### src/rtl/xdata_src_pkg.sv
// rtl/xdata_src_pkg.sv - shared types and config sizing for xdata_src (XDATA_SRC_DUTY_EN adds duty field)
package xdata_src_pkg;

  typedef enum logic [1:0] {
    S_IDLE  = 2'd0,
    S_DELAY = 2'd1,
    S_RUN   = 2'd2,
    S_DONE  = 2'd3
  } state_t;

  // Total configdata width; the duty field only exists when the macro is set.
  function automatic int conf_bits(input int data_w, input int iter_w,
                                   input int per_w, input int delay_w);
`ifdef XDATA_SRC_DUTY_EN
    return 3*data_w + iter_w + 2*per_w + delay_w;
`else
    return 3*data_w + iter_w + per_w + delay_w;
`endif
  endfunction

endpackage

### src/rtl/xdata_src_cnt.sv
// rtl/xdata_src_cnt.sv - nested outer/inner loop counter with period-end and last-iteration flags
module xdata_src_cnt #(
  parameter int ITER_W = 10,
  parameter int PER_W  = 10
) (
  input  logic              clk,
  input  logic              rst,
  input  logic              clear,
  input  logic              en,
  input  logic [ITER_W-1:0] iter,
  input  logic [PER_W-1:0]  per,
  output logic [PER_W-1:0]  j,
  output logic              last_per,
  output logic              last_iter
);

  logic [ITER_W-1:0] i;

  assign last_per  = (j == per - PER_W'(1));
  assign last_iter = (i == iter - ITER_W'(1));

  always_ff @(posedge clk) begin
    if (rst || clear) begin
      j <= '0;
      i <= '0;
    end else if (en) begin
      if (last_per) begin
        j <= '0;
        i <= last_iter ? '0 : i + ITER_W'(1);
      end else begin
        j <= j + PER_W'(1);
      end
    end
  end

endmodule

### src/rtl/xdata_src.sv
// rtl/xdata_src.sv - Versat data-bus source emitting a two-level loop sequence (XDATA_SRC_DUTY_EN adds duty field)
module xdata_src
  import xdata_src_pkg::*;
#(
  parameter int  DATA_W    = 32,
  parameter int  ITER_W    = 10,
  parameter int  PER_W     = 10,
  parameter int  DELAY_W   = 5,
  localparam int CONF_BITS = conf_bits(DATA_W, ITER_W, PER_W, DELAY_W)
) (
  input  logic                 clk,
  input  logic                 rst,
  input  logic                 run,
  input  logic [CONF_BITS-1:0] configdata,
  output logic [DATA_W-1:0]    flow_out,
  output logic                 busy,
  output logic                 done
);

  localparam int DUTY_BITS = CONF_BITS - (3*DATA_W + ITER_W + PER_W + DELAY_W);
  localparam int DELAY_LSB = DUTY_BITS;
  localparam int PER_LSB   = DELAY_LSB + DELAY_W;
  localparam int ITER_LSB  = PER_LSB + PER_W;
  localparam int SHIFT_LSB = ITER_LSB + ITER_W;
  localparam int INCR_LSB  = SHIFT_LSB + DATA_W;
  localparam int START_LSB = INCR_LSB + DATA_W;

  state_t state, state_nx;

  logic [DATA_W-1:0]  start_r, incr_r, shift_r;
  logic [ITER_W-1:0]  iter_r;
  logic [PER_W-1:0]   per_r;
  logic [DELAY_W-1:0] delay_r, dcnt;
  logic [PER_W-1:0]   duty_eff;
  logic [PER_W-1:0]   j;
  logic               last_per, last_iter, accept, adv;

  logic [ITER_W-1:0]  cfg_iter;
  logic [PER_W-1:0]   cfg_per;
  logic [DELAY_W-1:0] cfg_delay;

  assign cfg_iter  = configdata[ITER_LSB +: ITER_W];
  assign cfg_per   = configdata[PER_LSB +: PER_W];
  assign cfg_delay = configdata[DELAY_LSB +: DELAY_W];

  assign accept = run && (state == S_IDLE || state == S_DONE);
  assign busy   = (state == S_DELAY) || (state == S_RUN);
  assign done   = (state == S_DONE);

`ifdef XDATA_SRC_DUTY_EN
  logic [PER_W-1:0] duty_r;
  assign duty_eff = duty_r;
`else
  assign duty_eff = '1;
`endif

  // The word after position j moves by incr only if that next position is still inside the duty window.
  assign adv = ({1'b0, j} + (PER_W+1)'(1)) < {1'b0, duty_eff};

  xdata_src_cnt #(.ITER_W(ITER_W), .PER_W(PER_W)) u_cnt (
    .clk       (clk),
    .rst       (rst),
    .clear     (accept),
    .en        (state == S_RUN),
    .iter      (iter_r),
    .per       (per_r),
    .j         (j),
    .last_per  (last_per),
    .last_iter (last_iter)
  );

  always_ff @(posedge clk) begin
    if (rst) state <= S_IDLE;
    else     state <= state_nx;
  end

  always_comb begin
    state_nx = state;
    case (state)
      S_IDLE, S_DONE: begin
        if (run) begin
          if (cfg_iter == '0 || cfg_per == '0) state_nx = S_DONE;
          else if (cfg_delay != '0)            state_nx = S_DELAY;
          else                                 state_nx = S_RUN;
        end
      end
      S_DELAY: if (dcnt == delay_r - DELAY_W'(1)) state_nx = S_RUN;
      S_RUN:   if (last_per && last_iter) state_nx = S_DONE;
      default: state_nx = S_IDLE;
    endcase
  end

  always_ff @(posedge clk) begin
    if (rst) begin
      flow_out <= '0;
      start_r  <= '0;
      incr_r   <= '0;
      shift_r  <= '0;
      iter_r   <= '0;
      per_r    <= '0;
      delay_r  <= '0;
      dcnt     <= '0;
`ifdef XDATA_SRC_DUTY_EN
      duty_r   <= '0;
`endif
    end else if (accept) begin
      start_r  <= configdata[START_LSB +: DATA_W];
      incr_r   <= configdata[INCR_LSB +: DATA_W];
      shift_r  <= configdata[SHIFT_LSB +: DATA_W];
      iter_r   <= cfg_iter;
      per_r    <= cfg_per;
      delay_r  <= cfg_delay;
      dcnt     <= '0;
      flow_out <= configdata[START_LSB +: DATA_W];
`ifdef XDATA_SRC_DUTY_EN
      duty_r   <= configdata[PER_W-1:0];
`endif
    end else if (state == S_DELAY) begin
      dcnt <= dcnt + DELAY_W'(1);
    end else if (state == S_RUN) begin
      if (last_per) flow_out <= flow_out + shift_r;
      else if (adv) flow_out <= flow_out + incr_r;
    end
  end

endmodule

### config.mk
export PLATFORM = sky130hd
export DESIGN_NAME = xdata_src
export DESIGN_NICKNAME = d
export VERILOG_FILES = /design/src/rtl/xdata_src_pkg.sv /design/src/rtl/xdata_src_cnt.sv /design/src/rtl/xdata_src.sv
export SDC_FILE = /design/constraint.sdc
export NUM_CORES = 1
export LEC_CHECK = 0
export BUFFER_PORTS_ARGS = -buffer_cell sky130_fd_sc_hd__buf_2
export CORE_UTILIZATION = 45
export DETAILED_ROUTE_END_ITERATION = 10
export MAX_ROUTING_LAYER = met4
export PLACE_DENSITY = 0.67
export SYNTH_ARGS = -nofsm -noshare
export SYNTH_HDL_FRONTEND = slang
export SYNTH_SLANG_ARGS = --single-unit
### constraint.sdc
create_clock -name clk -period 13.26 [get_ports clk]
set_input_delay 2.652 -clock clk [delete_from_list [all_inputs] [get_ports clk]]
set_output_delay 2.652 -clock clk [all_outputs]
set_load 0.05 [all_outputs]
==> implementation parameters <==
Parameter                              Value

Setup path
  Startpoint-to-endpoint class of the critical path ... flip-flop to flip-flop
  Worst-case register-to-register setup slack ... 8.08 ns
  Req. time, crit path ... 13.54 ns
  Startpoint class of the critical path ... flip-flop
  Number of cells on the worst reg-to-reg path ... 18
  Library cell contributing the largest single delay on the critical path ... sky130_fd_sc_hd__or4_1
  Slowest cell delay on critical path ... 0.54 ns
  Critical Path End Type ... flip-flop
  Startpoint of the worst-slack reg-to-reg timing path ... per_r[2]$_SDFFE_PP0P_
  Maximum fanout encountered on the critical timing path ... 32
  Critical R2R Capture ... flow_out[31]$_SDFFE_PP0P_
  Crit-path cells ... or4_1 -> or3_1 -> a2111oi_2 -> o211ai_1 -> nor3_4 -> buf_4 -> nand2_1 -> nand2_1 -> ha_1 -> a21oi_1 -> o2111ai_1 -> a221o_1 -> or3_1 -> o21ai_1 -> o21ai_0 -> a31oi_1 -> xnor2_1 -> o22ai_1
  Crit path arrival time ... 5.45 ns

Placement
  Total placed cells including tap cells ... 1491
  Placer's final routability congestion estimate ... 0.902
  Post-detailed-placement half-perimeter wirelength ... 16.6 mm
  Buffers added on ports ... 157

Logic synthesis
  Post-synth top area cell ... sky130_fd_sc_hd__dfxtp_1
  Synthesized area per cell ... 7.30 µm²
  Synth warnings ... 0
  FF+latch count, synth ... 148
  Cell types occupying the most area after synthesis ... sky130_fd_sc_hd__dfxtp_1 (35%), sky130_fd_sc_hd__nand2_1 (16%), sky130_fd_sc_hd__a21oi_1 (7.8%)
  Top flip-flop cell by instance count after synthesis ... sky130_fd_sc_hd__dfxtp_1
  Async set or reset register ratio after synthesis ... 0%
  Number of enable-type register cells in the synthesized netlist ... 0
  Summed instance area of the synthesized netlist ... 0.00850 mm²
  Register area share after synthesis ... 34.9%
  Number of library cell types mapped by synthesis ... 62
  Post-synth net total ... 1329
  Yosys top cell area share ... 34.9%
  Post-synthesis cell count ... 1164

Global routing
  Antenna violations before repair ... 0
  First-pass GRT wire length ... 37.7 mm
  Maximum number of pins on one net before global-route repair ... 97
  GRT Overall Usage ... 24.8%
  Number of global-route vias before repair ... 7801
  Remaining global-route overflow ... 0

Drt
  DR pass1 iterations ... 5
  Starting DRT DRC Count ... 530
  Via-to-Cell Ratio ... 5.42
  Average wire per standard cell ... 15.1 µm
  Routed wire length ... 23.0 mm
  Number of DRC violations after detailed routing ... 0
  Antenna-violating nets left ... 0
  Total vias in the final route ... 8244

Timing
  RSZ-0062 raised after global routing ... no
  Actual transition at the worst max-transition pin ... 0.990 ns
  Max Clk Rate ... 193 MHz
  Share of the clock period used by the worst path ... 39.0%
  Post-layout minimum cycle time ... 5.18 ns
  Final number of hold-violating endpoints ... 0
  Count of final setup violators ... 0
  Max-slew headroom ... 34.0%
  Final Hold Slack ... 0.456 ns
  Final-report max-slew violation count ... 0
  Setup_tns ... 0 ns
  Setup skew after layout ... 0.00740 ns

Finish
  Layout-stage area growth over the synthesis result ... 17.5%
  Fill count ... 1805
  Antenna Cells ... 0
  Net count reported at finish ... 1446
  Finished Layout Cells ... 1522
  Ratio of cells with drive above 1 in the final layout ... 16.2%

CTS
  Clock-pin slew on the worst setup and hold paths ... 0.06 ns
  Insertion delay to the later sink of the worst-skew pair ... 0.42 ns
  Number of buffers inserted during clock tree synthesis ... 17
  Number of sinks driven by the clock tree ... 148
  TritonCTS clock tree ... yes
  CTS root buf ... sky130_fd_sc_hd__clkbuf_16
  Cells resized by post-CTS repair ... 0
  Clock buffer depth ... 2
  Hold_buf cts ... 0
  H-tree lvl count ... 4
  Number of setup buffers added after CTS ... 0

Die
  IO Pins ... 158
  Core ar. ... 0.0182 mm²
  Num rows ... 49
  Die ar. ... 0.0194 mm²
  Effective utilization at floorplan ... 46.7%
  Floorplan die height ... 139 µm
  Width of the chip ... 139 µm

Worst hold path
  Min-Delay Path Class ... flip-flop to flip-flop
  Beginning of the worst hold path ... shift_r[28]$_SDFFE_PP0P_
  Worst Hold Path EP ... shift_r[28]$_SDFFE_PP0P_
  Number of cells on the worst hold path ... 2

Outcome
  Outcome ... finished clean

Flow run
  MaxCap Viol Count ... 0

Power
  IR drop worst, VDD ... 0.136 mV
  Pwr/cell area ... 216 mW/mm²
  Static Leakage ... 4.39 nW
==> layout make-up <==
| cell class | count | area, µm² | area share [%] |
|---|---|---|---|
| multi-input cells | 928 | 5200 | 52.1 |
| flip-flops and latches | 148 | 2960 | 29.7 |
| repair buffers | 163 | 833 | 8.35 |
| clock buffers | 18 | 429 | 4.30 |
| well taps | 229 | 287 | 2.87 |
| clock inverters | 13 | 184 | 1.84 |
| inverters | 23 | 86.3 | 0.865 |
==> per-stage QoR <==
stage               power (mW)  util (%)  cell area, µm²  worst slack, ns
detailed placement        1.65      51.5            9370             8.17
CTS                       2.17      54.8            9980             8.13
global route              2.30      54.8            9980             7.70
global placement          1.64      51.5            9370             8.24
finish                    2.15      54.8            9980             8.08
floorplan                 1.42         -            8500             8.58
==> kinds of logic (layout without fill, tap and decap cells) <==
| family | Yosys count | in the layout | share of synthesized area (%) |
|---|---|---|---|
| AO/OA/AOI/OAI | 267 | 267 | 19.5 |
| XOR/XNOR | 76 | 76 | 7.84 |
| adder cells (fa/ha/maj) | 41 | 41 | 6.13 |
| buffers and inverters | 88 | 217 | 4.01 |
| flip-flops | 148 | 148 | 34.9 |
| multiplexers | 3 | 3 | 0.353 |
| AND/OR/NAND/NOR | 541 | 541 | 27.3 |
==> cells in the final DEF, fill, tap and decap left out, types with 13 or more instances in the layout <==
cell type	instances
sky130_fd_sc_hd__nand2_1	357
sky130_fd_sc_hd__buf_2	156
sky130_fd_sc_hd__dfxtp_1	148
sky130_fd_sc_hd__a21oi_1	132
sky130_fd_sc_hd__nor2_1	79
sky130_fd_sc_hd__xnor2_1	45
sky130_fd_sc_hd__ha_1	40
sky130_fd_sc_hd__xor2_1	31
sky130_fd_sc_hd__o21ai_0	28
sky130_fd_sc_hd__inv_1	23
sky130_fd_sc_hd__a211oi_1	18
sky130_fd_sc_hd__clkbuf_16	17
sky130_fd_sc_hd__nor3_1	16
sky130_fd_sc_hd__a21o_1	16
sky130_fd_sc_hd__a311oi_1	16
sky130_fd_sc_hd__nand3_1	13
==> registers in the layout, indices dropped and copies added, names as in the netlist <==
name,cells
incr_r,32
iter_r,10
u_cnt.j,10
state,2
u_cnt.i,10
per_r,10
shift_r,32
dcnt,5
delay_r,5
flow_out,32
==> worst max-delay path: cells and delay by family (launching register included) <==
family,cells,cell delay (ns)
buf+inv,1,0.38
fa+ha+maj,1,0.29
simple gates,6,1.54
flops,1,0.37
xor+xnor,1,0.14
compound gates,9,2.32
==> synthesized netlist by cell type (5+ instances only) <==
cell                         n
sky130_fd_sc_hd__nand4_1    12
sky130_fd_sc_hd__ha_1       40
sky130_fd_sc_hd__dfxtp_1   148
sky130_fd_sc_hd__xnor2_1    45
sky130_fd_sc_hd__or4_1       5
sky130_fd_sc_hd__a21oi_1   132
sky130_fd_sc_hd__and3_1      8
sky130_fd_sc_hd__a31oi_1    10
sky130_fd_sc_hd__nand3_1    13
sky130_fd_sc_hd__a211oi_1   18
sky130_fd_sc_hd__a21o_1     16
sky130_fd_sc_hd__buf_1       5
sky130_fd_sc_hd__nor3b_1     5
sky130_fd_sc_hd__o31ai_1     5
sky130_fd_sc_hd__xor2_1     31
sky130_fd_sc_hd__nor3_1     16
sky130_fd_sc_hd__nor2_1     79
sky130_fd_sc_hd__clkbuf_1   56
sky130_fd_sc_hd__o21ai_0    28
sky130_fd_sc_hd__or3_1       6
sky130_fd_sc_hd__inv_1      23
sky130_fd_sc_hd__a311oi_1   16
sky130_fd_sc_hd__and2_1      6
sky130_fd_sc_hd__nand2_1   358
sky130_fd_sc_hd__nor4_1      8
sky130_fd_sc_hd__nand2b_1    8
==> metal layers <==
layer,vias up,global-route usage [%],share of wire [%]
met1,3794,31.0,46
met3,27,4.37,4.0
met4,0,6.32,1.2
li1,4225,-,-
met2,198,41.0,48
met5,-,-,0
==> where the power goes <==
part           total (mW)  switching (mW)  internal, mW
registers           0.632          0.0866         0.545
clock network       0.508           0.195         0.314
logic                1.01           0.684         0.330
==> how the worst max path moves through the flow <==
stage | start | end | slack (ns) | depth (start not counted)
floorplan | per_r[0]$_SDFFE_PP0P_ | flow_out[31]$_SDFFE_PP0P_ | 8.58 | 22
global placement | per_r[2]$_SDFFE_PP0P_ | flow_out[31]$_SDFFE_PP0P_ | 8.24 | 18
detailed placement | per_r[2]$_SDFFE_PP0P_ | flow_out[31]$_SDFFE_PP0P_ | 8.17 | 18
CTS | per_r[2]$_SDFFE_PP0P_ | flow_out[31]$_SDFFE_PP0P_ | 8.13 | 18
global route | per_r[2]$_SDFFE_PP0P_ | flow_out[30]$_SDFFE_PP0P_ | 7.70 | 20
finish | per_r[2]$_SDFFE_PP0P_ | flow_out[31]$_SDFFE_PP0P_ | 8.08 | 18
Power figures use the tool's default switching activity.
